**src/rtl/nv_nvdla_sdp_cvt_pkg.sv**
```systemverilog
// Shared constants and helpers for the SDP Y cvt output-channel wait datapath.
// Imported by the per-channel slot and by the multi-channel top.
package nv_nvdla_sdp_cvt_pkg;

  localparam int MODE_INDEP    = 0;
  localparam int MODE_LOCKSTEP = 1;

  // Counter width able to hold every value 0..depth inclusive.
  function automatic int cnt_w(input int depth);
    return $clog2(depth + 1);
  endfunction

endpackage

```
**src/rtl/nv_nvdla_sdp_chn_wait_slot.sv**
```systemverilog
// One output channel: pending counter, DEPTH-entry data FIFO with bypass,
// write-available qualifier and sticky overflow/underflow flags.
module nv_nvdla_sdp_chn_wait_slot
  import nv_nvdla_sdp_cvt_pkg::*;
#(
  parameter int DEPTH = 2,
  parameter int W     = 16,
  parameter int CNT_W = cnt_w(DEPTH)
) (
  input  logic             clk,
  input  logic             rst,
  input  logic             biwt,
  input  logic             bdwt,
  input  logic [W-1:0]     din,
  output logic             bawt,
  output logic [W-1:0]     dout,
  output logic [CNT_W-1:0] pend,
  output logic             err_ovf,
  output logic             err_udf
);

  localparam int                PTR_W    = (DEPTH > 1) ? $clog2(DEPTH) : 1;
  localparam logic [CNT_W-1:0]  CNT_FULL = CNT_W'(DEPTH);
  localparam logic [PTR_W-1:0]  PTR_LAST = PTR_W'(DEPTH - 1);

  logic [CNT_W-1:0] cnt_q, cnt_d;
  logic [PTR_W-1:0] wr_ptr_q, wr_ptr_d;
  logic [PTR_W-1:0] rd_ptr_q, rd_ptr_d;
  logic             err_ovf_q, err_ovf_d;
  logic             err_udf_q, err_udf_d;
  logic [W-1:0]     mem_q [DEPTH];

  logic empty, full, push, pop, wr_en, rd_en;

  function automatic logic [PTR_W-1:0] ptr_inc(input logic [PTR_W-1:0] p);
    return (p == PTR_LAST) ? '0 : p + 1'b1;
  endfunction

  // NOTE: every signal assigned here gets a value on every path, so no latch is inferred.
  always_comb begin
    empty = (cnt_q == '0);
    full  = (cnt_q == CNT_FULL);
    bawt  = biwt | ~empty;
    pop   = bdwt & bawt;
    push  = biwt & (~full | pop);
    // An empty FIFO hands din straight through when it is retired the same cycle.
    wr_en = push & ~(empty & pop);
    rd_en = pop & ~empty;

    cnt_d = cnt_q;
    case ({push, pop})
      2'b10:   cnt_d = cnt_q + 1'b1;
      2'b01:   cnt_d = cnt_q - 1'b1;
      default: cnt_d = cnt_q;
    endcase

    wr_ptr_d  = wr_en ? ptr_inc(wr_ptr_q) : wr_ptr_q;
    rd_ptr_d  = rd_en ? ptr_inc(rd_ptr_q) : rd_ptr_q;
    err_ovf_d = err_ovf_q | (biwt & full & ~pop);
    err_udf_d = err_udf_q | (bdwt & ~bawt);

    dout    = empty ? din : mem_q[rd_ptr_q];
    pend    = cnt_q;
    err_ovf = err_ovf_q;
    err_udf = err_udf_q;
  end

  always_ff @(posedge clk) begin
    if (rst) begin
      cnt_q     <= '0;
      wr_ptr_q  <= '0;
      rd_ptr_q  <= '0;
      err_ovf_q <= 1'b0;
      err_udf_q <= 1'b0;
    end else begin
      cnt_q     <= cnt_d;
      wr_ptr_q  <= wr_ptr_d;
      rd_ptr_q  <= rd_ptr_d;
      err_ovf_q <= err_ovf_d;
      err_udf_q <= err_udf_d;
    end
  end

  // NOTE: the storage array is not reset; cnt==0 masks stale entries from dout.
  always_ff @(posedge clk) begin
    if (wr_en) mem_q[wr_ptr_q] <= din;
  end

endmodule

```
**src/rtl/nv_nvdla_sdp_core_y_cvt_chn_out_wait_dp_mc.sv**
```systemverilog
// Multi-channel output wait datapath: NCH independent slots plus the
// optional lockstep reduction of the write-enable-complete qualifier.
module nv_nvdla_sdp_core_y_cvt_chn_out_wait_dp_mc
  import nv_nvdla_sdp_cvt_pkg::*;
#(
  parameter int NCH   = 2,
  parameter int DEPTH = 2,
  parameter int W     = 16,
  parameter int MODE  = MODE_INDEP,
  localparam int CNT_W = cnt_w(DEPTH)
) (
  input  logic                 nvdla_core_clk,
  input  logic                 nvdla_core_rst,
  input  logic [NCH-1:0]       chn_out_rsci_oswt,
  input  logic [NCH-1:0]       chn_out_rsci_biwt,
  input  logic [NCH-1:0]       chn_out_rsci_bdwt,
  input  logic [NCH*W-1:0]     chn_out_rsci_din,
  output logic [NCH-1:0]       chn_out_rsci_bawt,
  output logic [NCH-1:0]       chn_out_rsci_wen_comp,
  output logic [NCH*W-1:0]     chn_out_rsci_dout,
  output logic [NCH*CNT_W-1:0] chn_out_rsci_pend,
  output logic [NCH-1:0]       chn_out_rsci_err_ovf,
  output logic [NCH-1:0]       chn_out_rsci_err_udf
);

  logic [NCH-1:0] avail;

  for (genvar c = 0; c < NCH; c++) begin : g_slot
    nv_nvdla_sdp_chn_wait_slot #(
      .DEPTH (DEPTH),
      .W     (W),
      .CNT_W (CNT_W)
    ) u_slot (
      .clk     (nvdla_core_clk),
      .rst     (nvdla_core_rst),
      .biwt    (chn_out_rsci_biwt[c]),
      .bdwt    (chn_out_rsci_bdwt[c]),
      .din     (chn_out_rsci_din[c*W +: W]),
      .bawt    (chn_out_rsci_bawt[c]),
      .dout    (chn_out_rsci_dout[c*W +: W]),
      .pend    (chn_out_rsci_pend[c*CNT_W +: CNT_W]),
      .err_ovf (chn_out_rsci_err_ovf[c]),
      .err_udf (chn_out_rsci_err_udf[c])
    );
  end

  // Lockstep: nobody completes unless every requesting channel can.
  always_comb begin
    avail = ~chn_out_rsci_oswt | chn_out_rsci_bawt;
    chn_out_rsci_wen_comp = (MODE == MODE_LOCKSTEP) ? {NCH{&avail}} : avail;
  end

endmodule

```
**config.mk**
```make
export PLATFORM = sky130hd
export DESIGN_NAME = nv_nvdla_sdp_core_y_cvt_chn_out_wait_dp_mc
export DESIGN_NICKNAME = d
export VERILOG_FILES = /design/src/rtl/nv_nvdla_sdp_cvt_pkg.sv /design/src/rtl/nv_nvdla_sdp_chn_wait_slot.sv /design/src/rtl/nv_nvdla_sdp_core_y_cvt_chn_out_wait_dp_mc.sv
export SDC_FILE = /design/constraint.sdc
export NUM_CORES = 1
export LEC_CHECK = 0
export ABC_CLOCK_PERIOD_IN_PS = 5900
export BUFFER_PORTS_ARGS = -buffer_cell sky130_fd_sc_hd__buf_4
export CELL_PAD_IN_SITES_DETAIL_PLACEMENT = 0
export CELL_PAD_IN_SITES_GLOBAL_PLACEMENT = 1
export CORE_MARGIN = 2
export CORE_UTILIZATION = 45
export DETAILED_ROUTE_END_ITERATION = 6
export PLACE_DENSITY = 0.92
export SETUP_SLACK_MARGIN = 0.05
export SLEW_MARGIN = 10
export SYNTH_ARGS = -nofsm -noshare
export SYNTH_HDL_FRONTEND = slang
export SYNTH_SLANG_ARGS = --single-unit
```
**constraint.sdc**
```tcl
create_clock -name nvdla_core_clk -period 5.9 [get_ports nvdla_core_clk]
set_clock_uncertainty 0.05 [all_clocks]
set_input_delay 0.295 -clock nvdla_core_clk [delete_from_list [all_inputs] [get_ports nvdla_core_clk]]
set_output_delay 0.295 -clock nvdla_core_clk [all_outputs]
set_load 0.02 [all_outputs]
```
# == After elaboration in Yosys (flattened, before gate mapping) ==
# Memory sizes are Yosys's and may differ from the RTL's. A register that Yosys moved wholly into a read port is not among the register bits.
# Cells that the tools add are included.
# classes
addsub,8
bitwise,36
eq_ne,6
mux,16
n_reduce_logical,4
# ops
operator,count
$mux W16,2
$and A1 B1 Y1,16
$mux W1,12
$not A1 Y1,10
$eq A2 B2 Y1 const B,4
$or A1 B1 Y1,8
$pmux W2 S2,2
$add A1 B1 Y1 const B,4
$add A2 B1 Y2 const B,2
$eq A2 B1 Y1 const B,2
$logic_not A2 Y1,2
$reduce_bool A2 Y1,2
$sub A2 B1 Y2 const B,2
$not A2 Y2,1
$or A2 B2 Y2,1
# word_totals
ramBits,64
wordCells,82
regBits,12
in_bits,40
memories,2
# memory_table
memory,depth,word_bits,read_ports,rd_ports_with_merged_regs,wr,line,source
g_slot[0].u_slot.mem_q,2,16,1,1,1,nv_nvdla_sdp_chn_wait_slot.sv:31,logic [W-1:0] mem_q [DEPTH];
g_slot[1].u_slot.mem_q,2,16,1,1,1,nv_nvdla_sdp_chn_wait_slot.sv:31,

# == Longest topological paths before layout ==
# Gate-level depths: netlist (run 1).
# logic_depth
word_depth,9
mapped_depth,8
mapped_depth_nobuf,7

# == Modules after synthesis ==
# From an unflattened synthesis (run 1), not the netlist that was laid out.
# unflattened
cells_unflattened,256
area_unflattened_um2,3383.2
# by_module_without_submodules
module,cells_per_inst,area_each_um2,n_inst,seq_area_each_um2
nv_nvdla_sdp_chn_wait_slot,127,1685.4,2,1101.1
nv_nvdla_sdp_core_y_cvt_chn_out_wait_dp_mc,2,12.5,1,0.0

# == Worst setup path before layout (run 1) ==
# OpenSTA, ideal clock, no wires.
# synth_path
path_kind,register to register
from,reg g_slot[0].u_slot.cnt_q[1]
to,mem g_slot[0].u_slot.mem_q[1][0] (enable)
stages_incl_launch_ff,5
arrival_time_ps,1603
setup_slack_ps,3859
period_less_slack_ps,2041
path_cell_list,dfxtp_1 > buf_2 > xnor2_1 > o21ai_0 > nor2_1
# synth_between
elab_chain_cells,9
# synth_rtl
item,line,source
start: declaration,nv_nvdla_sdp_chn_wait_slot.sv:26,"logic [CNT_W-1:0] cnt_q, cnt_d;"
start signal: assignment,nv_nvdla_sdp_chn_wait_slot.sv:76,cnt_q <= cnt_d;
$logic_not A2 Y1,nv_nvdla_sdp_chn_wait_slot.sv:41,empty = (cnt_q == '0);
$not A1 Y1,nv_nvdla_sdp_chn_wait_slot.sv:43,bawt = biwt | ~empty;
$or A1 B1 Y1,nv_nvdla_sdp_chn_wait_slot.sv:43,
$and A1 B1 Y1,nv_nvdla_sdp_chn_wait_slot.sv:44,pop = bdwt & bawt;
$or A1 B1 Y1 / $and A1 B1 Y1 (equally long branches),"nv_nvdla_sdp_chn_wait_slot.sv:45, nv_nvdla_sdp_chn_wait_slot.sv:47",
$and A1 B1 Y1 / $not A1 Y1 (equally long branches),"nv_nvdla_sdp_chn_wait_slot.sv:45, nv_nvdla_sdp_chn_wait_slot.sv:47",
$and A1 B1 Y1 (*),nv_nvdla_sdp_chn_wait_slot.sv:47,wr_en = push & ~(empty & pop);
$mux W1 (*),nv_nvdla_sdp_chn_wait_slot.sv:86,if (wr_en) mem_q[wr_ptr_q] <= din;
$mux W1 (implied by the code) (*),nv_nvdla_sdp_chn_wait_slot.sv:86,
end: declaration,nv_nvdla_sdp_chn_wait_slot.sv:31,
# Every way passes the cells marked *; elsewhere a longest branch is shown, timed or not.

# == Worst setup path in the final report (run 1) ==
# layout_path
from,reg g_slot[0].u_slot.cnt_q[0]
to,out chn_out_rsci_dout[3]
# layout_between
elab_chain_cells,2
# layout_rtl
item,line,source
$logic_not A2 Y1,nv_nvdla_sdp_chn_wait_slot.sv:41,
$mux W16,nv_nvdla_sdp_chn_wait_slot.sv:62,dout = empty ? din : mem_q[rd_ptr_q];
end: declaration,nv_nvdla_sdp_core_y_cvt_chn_out_wait_dp_mc.sv:20,"output logic [NCH*W-1:0] chn_out_rsci_dout,"
# No other way between the ends.

==> out/summary.md, run 1 <==
The flow ran to the end, and the final reports show no timing, DRC or antenna violations. Relative to the synthesized area, the layout overhead comes to 22.5%. In this run the worst hold path is classified as primary input to register. The tools report the cell at the root of the clock tree as clkbuf_8.

Before CTS, the worst setup slack after placement is 3.61 ns. The leakage component of the power came out at 1.57 nW. The run gives 0 as the diode insertion count for antenna repair.

The number of DRC violations after detailed-routing iteration 0 was 53. The total power density per cell area was 451 mW/mm2. The routed wirelength normalized by instance count works out to 13.7 um.

The clock network latency to the later pin of the worst-skew pair was 0.34 ns. At the worst endpoint, the required time is 5.56 ns. The number of cell rows was 31. The worst path meets setup with 3.42 ns of slack. The worst-case IR drop observed on VDD is 0.000238 V.

The critical path is of the register to primary output type. Setup repair after global routing left no endpoint under its margin. The number of antenna violations at the first check in global routing was 0.

The logs give 0 for the number of buffers inserted to repair setup after CTS and 31.8% for the worst slew margin relative to its limit. After routing, the total negative slack on setup checks comes to 0 ns. Broken down by cell family, the worst path's largest delay share belongs to simple AND/OR/NAND/NOR gates.

The max-slew violation count came out at 0. The mean instance size in the synthesized netlist is 13.0 um2. The logs give 2.14 ns for the signal arrival time at the worst endpoint and 0 for the remaining antenna violation count.

The post-cts gate resize count was 0. The number of buffer and inverter stages on the critical path is 1. For the number of remaining DRC errors, the log shows 0. Element type at the critical path end: a primary output. The count of cell types in the netlist is 27. The largest driver fanout on the critical path is 32. The run gives 4 as the detailed-router iteration count before antenna repair.

The tools report the total clock buffers created by CTS as 9. Portion of the post-synthesis area used by sequential elements: 64.3%. TritonCTS built the clock tree.

The initial utilization of the core area, before any placement, comes to 46.7%. For the global router's overall resource usage, the log shows 14.9%. The mapped netlist covers 0.00343 mm2. The number of violations of the max-capacitance limit was 0; the height of the chip was 91.3 um. The total grt overflow came out at 0. The post-route netlist has 32.7% of its cells at a drive strength greater than 1.

During synthesis, Yosys emitted a total of 0 warnings. The number of nets produced by synthesis is 305. Using the TritonRoute via totals, the vias-per-cell ratio works out to 4.97. In this run, synthesis produced a sequential element count of 78. The clock passes through at most 2 buffers.

The smallest clock period supported by the final layout is computed as 2.48 ns. Timing would allow up to 0.403 GHz. For the pin with the worst max-slew slack, the measured transition is 1.02 ns. In the finished design, the share of the clock period the worst path needs comes to 42.1%. The via count of the first global-routing pass is 2014.

In this run the tool buffered the top-level ports with 83 buffer cells. The cell count after synthesis came out at 263. The run gives 0.00833 mm2 as the die area. The HPWL after detailed placement is 4.09 mm. Entering global routing, the biggest net connects 33 pins. The CTS sink count is 78. The logs give 0 for the count of hold-fix buffers inserted at cts and 84 for the boundary pin count.

After filler insertion, the fill cell instance count of the layout stands at 623. For this run, the post-layout net count is 380. The largest individual stage delay along the critical path comes from the cell or2_1. Clock-pin slew was measured on the worst setup and hold paths at 0.08 ns. The H-tree generated during clock tree synthesis spans 3 levels. The signal on the critical path passes through or2_1 > nor2_1 > a21oi_1 > buf_4.

After floorplanning, the core was sized to cover 0.00733 mm2. Setup violations remaining at the end of the flow were counted as 0. The congestion estimate from routability-driven global placement came to 0.748.

The largest incremental delay on the critical path was 0.84 ns. The number of hold violations in the final report was 0; the wire length of the first global-routing pass was 9.62 mm. The number of vias in the routed layout was 2197.

STA classifies the critical path startpoint as a register. Summed over all layers, the routed wires come to 6.04 mm. The floorplan step set the die width to 91.3 um.
==> sequential cells by signal (all words and copies together), names as in the netlist, named ones only <==
name / cells
g_slot.u_slot.rd_ptr_q: 2
g_slot.u_slot.wr_ptr_q: 2
g_slot.u_slot.err_udf: 2
g_slot.u_slot.mem_q: 64
g_slot.u_slot.pend: 4
g_slot.u_slot.err_ovf: 2
==> worst register-to-register path: cells and delay by family (launching register included) <==
family / cells / cell delay [ns]
adder cells (fa/ha/maj): 1 / 0.35
AO/OA/AOI/OAI: 1 / 0.15
flip-flops: 1 / 0.41
AND/OR/NAND/NOR: 3 / 0.90
==> path summary, 6_finish.rpt <==
| check | start | endpoint | slack [ns] | depth (start not counted) |
|---|---|---|---|---|
| worst max-delay path | g_slot[0].u_slot.pend[0] | chn_out_rsci_dout[3] | 3.42 | 4 |
| worst min-delay path | chn_out_rsci_din[23] | g_slot[1].u_slot.mem_q[0][7] | 0.09 | 1 |
| worst max register to register | g_slot[1].u_slot.pend[0] | g_slot[1].u_slot.pend[1] | 4.00 | 5 |
| worst min register to register | g_slot[0].u_slot.err_ovf | g_slot[0].u_slot.err_ovf | 0.42 | 2 |
==> cells in the mapped netlist, drive strengths merged <==
cell type  number  area share [%]
clkbuf          4            0.66
a21oi          37             6.1
nor2b           2            0.37
nand2           4            0.44
mux2i          34             9.9
buf            19             5.2
nand2b          1            0.18
nor3            2            0.29
ha              2            0.73
xor2            4             1.0
inv             5            0.55
o21ai           6            0.88
edfxtp         64              56
dfxtp          14             8.2
a31oi           1            0.18
nor3b           5             1.1
o311ai          2            0.51
or2             2            0.37
or3             2            0.37
nor2           47             5.5
nand4           2            0.37
xnor2           4             1.0
==> per-layer routing <==
layer  vias up  GRT usage, %  wire length [um]
li1       1089             -                 -
met1      1045          18.4              2580
met2        52          24.5              3060
met3        11          2.99               267
met4         0          7.95               140
met5         -             0                 0
==> metrics by stage <==
stage | std cells | instance area [um2] | utilization, % | hold slack (ns) | total power [W]
floorplan | 263 | 3430 | - | 0.344 | 0.00132
global placement | 426 | 4000 | 54.6 | 0.406 | 0.00151
detailed placement | 426 | 4000 | 54.6 | 0.415 | 0.00153
CTS | 442 | 4200 | 57.2 | 0.0723 | 0.00192
global route | 442 | 4200 | 57.2 | 0.0730 | 0.00200
finish | 442 | 4200 | 57.2 | 0.0933 | 0.00189
==> power by group <==
part / internal, W / switching [W] / total [W]
combinational: 0.000307 / 0.000426 / 0.000733
clock: 0.000208 / 0.000177 / 0.000385
sequential: 0.000702 / 0.0000730 / 0.000775
==> layout make-up <==
cell class	count	area [um2]	area share (%)
Sequential cell	78	2200	52.5
Timing Repair Buffer	87	653	15.6
Multi-Input combinational cell	157	1000	23.9
Tap cell	99	124	2.95
Clock buffer	13	149	3.55
Clock inverter	3	43.8	1.04
Inverter	5	18.8	0.447
==> cells by family (layout without fill, tap and decap cells) <==
kind of cell | count (synthesis) | in the layout | synth area share, %
flops | 78 | 78 | 64.3
simple gates | 67 | 67 | 8.98
compound gates | 46 | 46 | 7.63
mux | 34 | 34 | 9.93
buf+inv | 28 | 108 | 6.39
xor+xnor | 8 | 8 | 2.05
fa+ha+maj | 2 | 2 | 0.730
==> cell usage in the layout (no fill, tap or decap), types with 3 or more instances in the layout <==
master	count
inv_1	5
xor2_1	4
a21oi_1	31
xnor2_1	4
clkbuf_8	10
edfxtp_1	64
clkbuf_1	3
nor3b_1	5
nor2_2	5
buf_4	87
nor2_1	42
dfxtp_1	14
o21ai_0	6
nand2_1	4
mux2i_1	34
a21oi_2	6
(Power assumes the default switching activity.)
==> run 2: changes to the inputs <==
- ABC_AREA: not set -> 1
- ABC_CLOCK_PERIOD_IN_PS: 5900 -> 2500
- CORE_UTILIZATION: 45 -> 40
- PLACE_DENSITY: 0.92 -> 0.86
- clock period: 5.9 -> 2.5 ns (I/O delays scaled with it)
==> out/summary.md, run 2 <==
The worst min-delay path class was primary input to register. Final critical delay including setup and external delays: 1.86 ns. The number of remaining DRC errors was 0; the fraction of synthesized cell area taken by the top area cell type was 56.3%. The final critical path takes up 74.4% of the cycle.

The worst register-to-register path begins at g_slot[0].u_slot.pend[0]. In this run the deepest clock path goes through 2 buffers. Walking the worst path, the cells encountered are nor2_2 > buf_4 > nand2_1 > o21ai_1 > buf_4.

The cell at the root of the clock tree is clkbuf_8. After the first detailed-routing iteration, the DRC count stood at 125. IR analysis of the VDD net gives a maximum drop of 0.000446 V. The number of buffer and inverter stages on the critical path was 2. Sorting the synthesized cells by area gives the leading types as edfxtp_1 56%, o21ai_0 9.4%, nand2_1 8.5%. The first global-routing pass estimated 11.0 mm of wire. Highest achievable clock rate: 0.538 GHz. The tools report the boundary pin count as 84. When the netlist entered floorplanning its net count stood at 378. The run gives 0 as the number of antenna violations at the first check in global routing. The total clock buffers created by CTS came out at 9. The tools report the final sum of negative setup slack as 0 ns. edfxtp_1 takes more of the synthesized area than any other cell. The timing startpoint of the critical path was g_slot[0].u_slot.pend[0].

The die covers 0.00929 mm2. Clock-pin slew was measured on the worst setup and hold paths at 0.08 ns. Synthesis inferred 78 register bits. The tools report the startpoint of the tightest hold check path as chn_out_rsci_bdwt[1]. In this run the remaining antenna-violating nets after routing total 0. For this run, the slowest stage of the critical path takes 0.37 ns.

Setup repair after global routing left no endpoint under its margin. The largest net degree at the start of global routing came out at 37. The number of I/O port buffers came out at 83.

The number of flops mapped to enable cells by yosys is 64. The register with the most flip-flops in the layout has 64 of them. In the final layout, the share of cells above drive strength 1 is 25.1%. The logs give 2463 for the via count of the first global-routing pass and 4.49 mm for the half-perimeter wire length after placement.

Headroom to the max-slew limit came out at 56.0%. The netlist uses 24 different library cells. The clock tree synthesis step divided the H-tree into 3 levels. Of all flip-flops after synthesis, the portion carrying an async set or reset was 0%. Summing every instance area after synthesis gives 0.00341 mm2. Cell with the most instances on the worst path: buf_4. In the layout the commonest cells are 90 x buf_4, 77 x nand2_1, 64 x o21ai_0, 64 x edfxtp_1, 46 x inv_1. The net count of the finished layout is 492. The library cell used most frequently in the layout, excluding fill and tap cells, is buf_4. The total area inside the core boundary comes to 0.00826 mm2. The area growth from synthesis to layout is 35.4%. The total grt overflow is 0. Among all stages on the critical path, the largest delay is contributed by dfxtp_1. TritonCTS built the clock tree. The cell with the most instances after synthesis is nand2_1. Sorting the synthesized cells by how often they occur yields 77 x nand2_1, 64 x edfxtp_1, 64 x o21ai_0. The layout has 734 filler cells. The share of the Yosys chip area taken by registers is 64.5%. Dividing total power by cell area gives a power density of 776 mW/mm2. The routed wirelength normalized by instance count is 12.1 um, and the signal arrival time at the worst endpoint is 1.68 ns. After detailed placement, the total cell area comes to 0.00409 mm2. The run gives 0 as the number of hold violations in the final report. The number of vias in the routed layout was 2558; the leakage component of the power was 1.98 nW. The logs give 0 for the number of violations of the max-capacitance limit and 15.6% for the global router's overall resource usage. The floorplan step set the die width to 96.4 um. The tools report the setup-violating endpoint count in the final report as 0. The worst setup path is launched from a register. The class of the most critical setup path is register to primary output. The cell area after layout was 0.00462 mm2.

The mean instance size in the synthesized netlist is 10.2 um2. The commonest register cell after synthesis is edfxtp_1. The repair_antennas step left the layout with diodes totalling 0. The congestion estimate from routability-driven global placement came to 0.773. The tools report the CTS sink count as 78.

Data on the critical path is required at its endpoint by 2.33 ns. The largest driver fanout on the critical path was 34. The worst setup path is captured at a primary output.

The run finished with clean final reports. In the routed layout, each cell is associated on average with a via count of 4.57. The category of cells accounting for the largest share of critical-path delay is buffers and inverters. Initial core utilization: 41.3%. More flip-flops sit in one register than any other, and that register is g_slot.u_slot.mem_q. Wires add up to 6.77 mm.

The die is 96.4 um tall. For the number of warnings issued by yosys, the log shows 0. Clock latency on the worst-skew pair, taken at its later pin, is 0.34 ns. The max-slew violation count came out at 0.

For this run, the detailed router's first-pass iteration total came to 4. After floorplanning, the core was divided into 33 placement rows. At the pin with the least slew margin, the transition time is 0.659 ns.

The number of instances in the synthesized netlist came out at 336.
-- run 2: where the power goes --
group,switching (W),internal (W)
combinational,0.000637,0.000428
sequential,0.0000411,0.00153
clock,0.000481,0.000474
total,0.00116,0.00243
-- run 2: repair_timing --
item	4_1_cts	5_1_grt
setup endpoints to repair	0	0
setup buffers	0	0
hold buffers	33	0
resized for setup	0	0
endpoints found under the hold margin	68	0
-- run 2: worst min-delay path, delay by kind of cell --
| kind | cells | cell delay (ns) |
|---|---|---|
| buffers and inverters | 1 | 0.13 |
| AO/OA/AOI/OAI | 1 | 0.06 |
| AND/OR/NAND/NOR | 1 | 0.10 |
-- run 2: path summary, 6_finish.rpt --
kind	end	slack (ns)	cells after the start
setup / recovery	chn_out_rsci_dout[14]	0.64	5
hold / removal	g_slot[1].u_slot.rd_ptr_q	0.06	3
setup reg to reg	g_slot[0].u_slot.mem_q[1][13]	0.80	3
hold reg to reg	g_slot[0].u_slot.err_udf	0.43	1
-- run 2: routing by layer --
metal	vias to the layer above	track usage, %	part of all wire, %
li1	1342	-	-
met1	1156	18.5	44
met2	48	27.4	50
met3	12	2.79	3.5
met4	0	7.39	1.9
met5	-	0	0
-- run 2: per-stage QoR --
stage / std cells / utilization, % / hold slack (ns) / power [W] / setup slack, ns
2_1_floorplan: 336 / - / 0.144 / 0.00224 / 0.509
3_3_place_gp: 511 / 49.5 / 0.271 / 0.00261 / 0.860
3_5_place_dp: 511 / 49.5 / 0.271 / 0.00263 / 0.794
4_1_cts: 560 / 56.0 / 0.0390 / 0.00363 / 0.620
5_1_grt: 560 / 56.0 / 0.0582 / 0.00380 / 0.468
6_report: 560 / 56.0 / 0.0575 / 0.00359 / 0.641
-- run 2: cells by family (layout without fill, tap and decap cells) --
| group | Yosys count | after routing | synth area share, % |
|---|---|---|---|
| DFF | 78 | 78 | 64.5 |
| AOI/OAI and AO/OA | 78 | 78 | 11.7 |
| adders and majority gates | 2 | 2 | 0.733 |
| and+or+nand+nor | 111 | 111 | 14.0 |
| buffers and inverters | 67 | 186 | 9.05 |
-- run 2: area by class of cell --
type	instances	area [um2]	area share, %
flip-flops and latches	78	2200	47.6
repair buffers	123	1010	21.8
multi-input cells	191	902	19.5
inverters	47	176	3.82
well taps	105	131	2.84
clock buffers	9	124	2.68
clock inverters	7	81.3	1.76
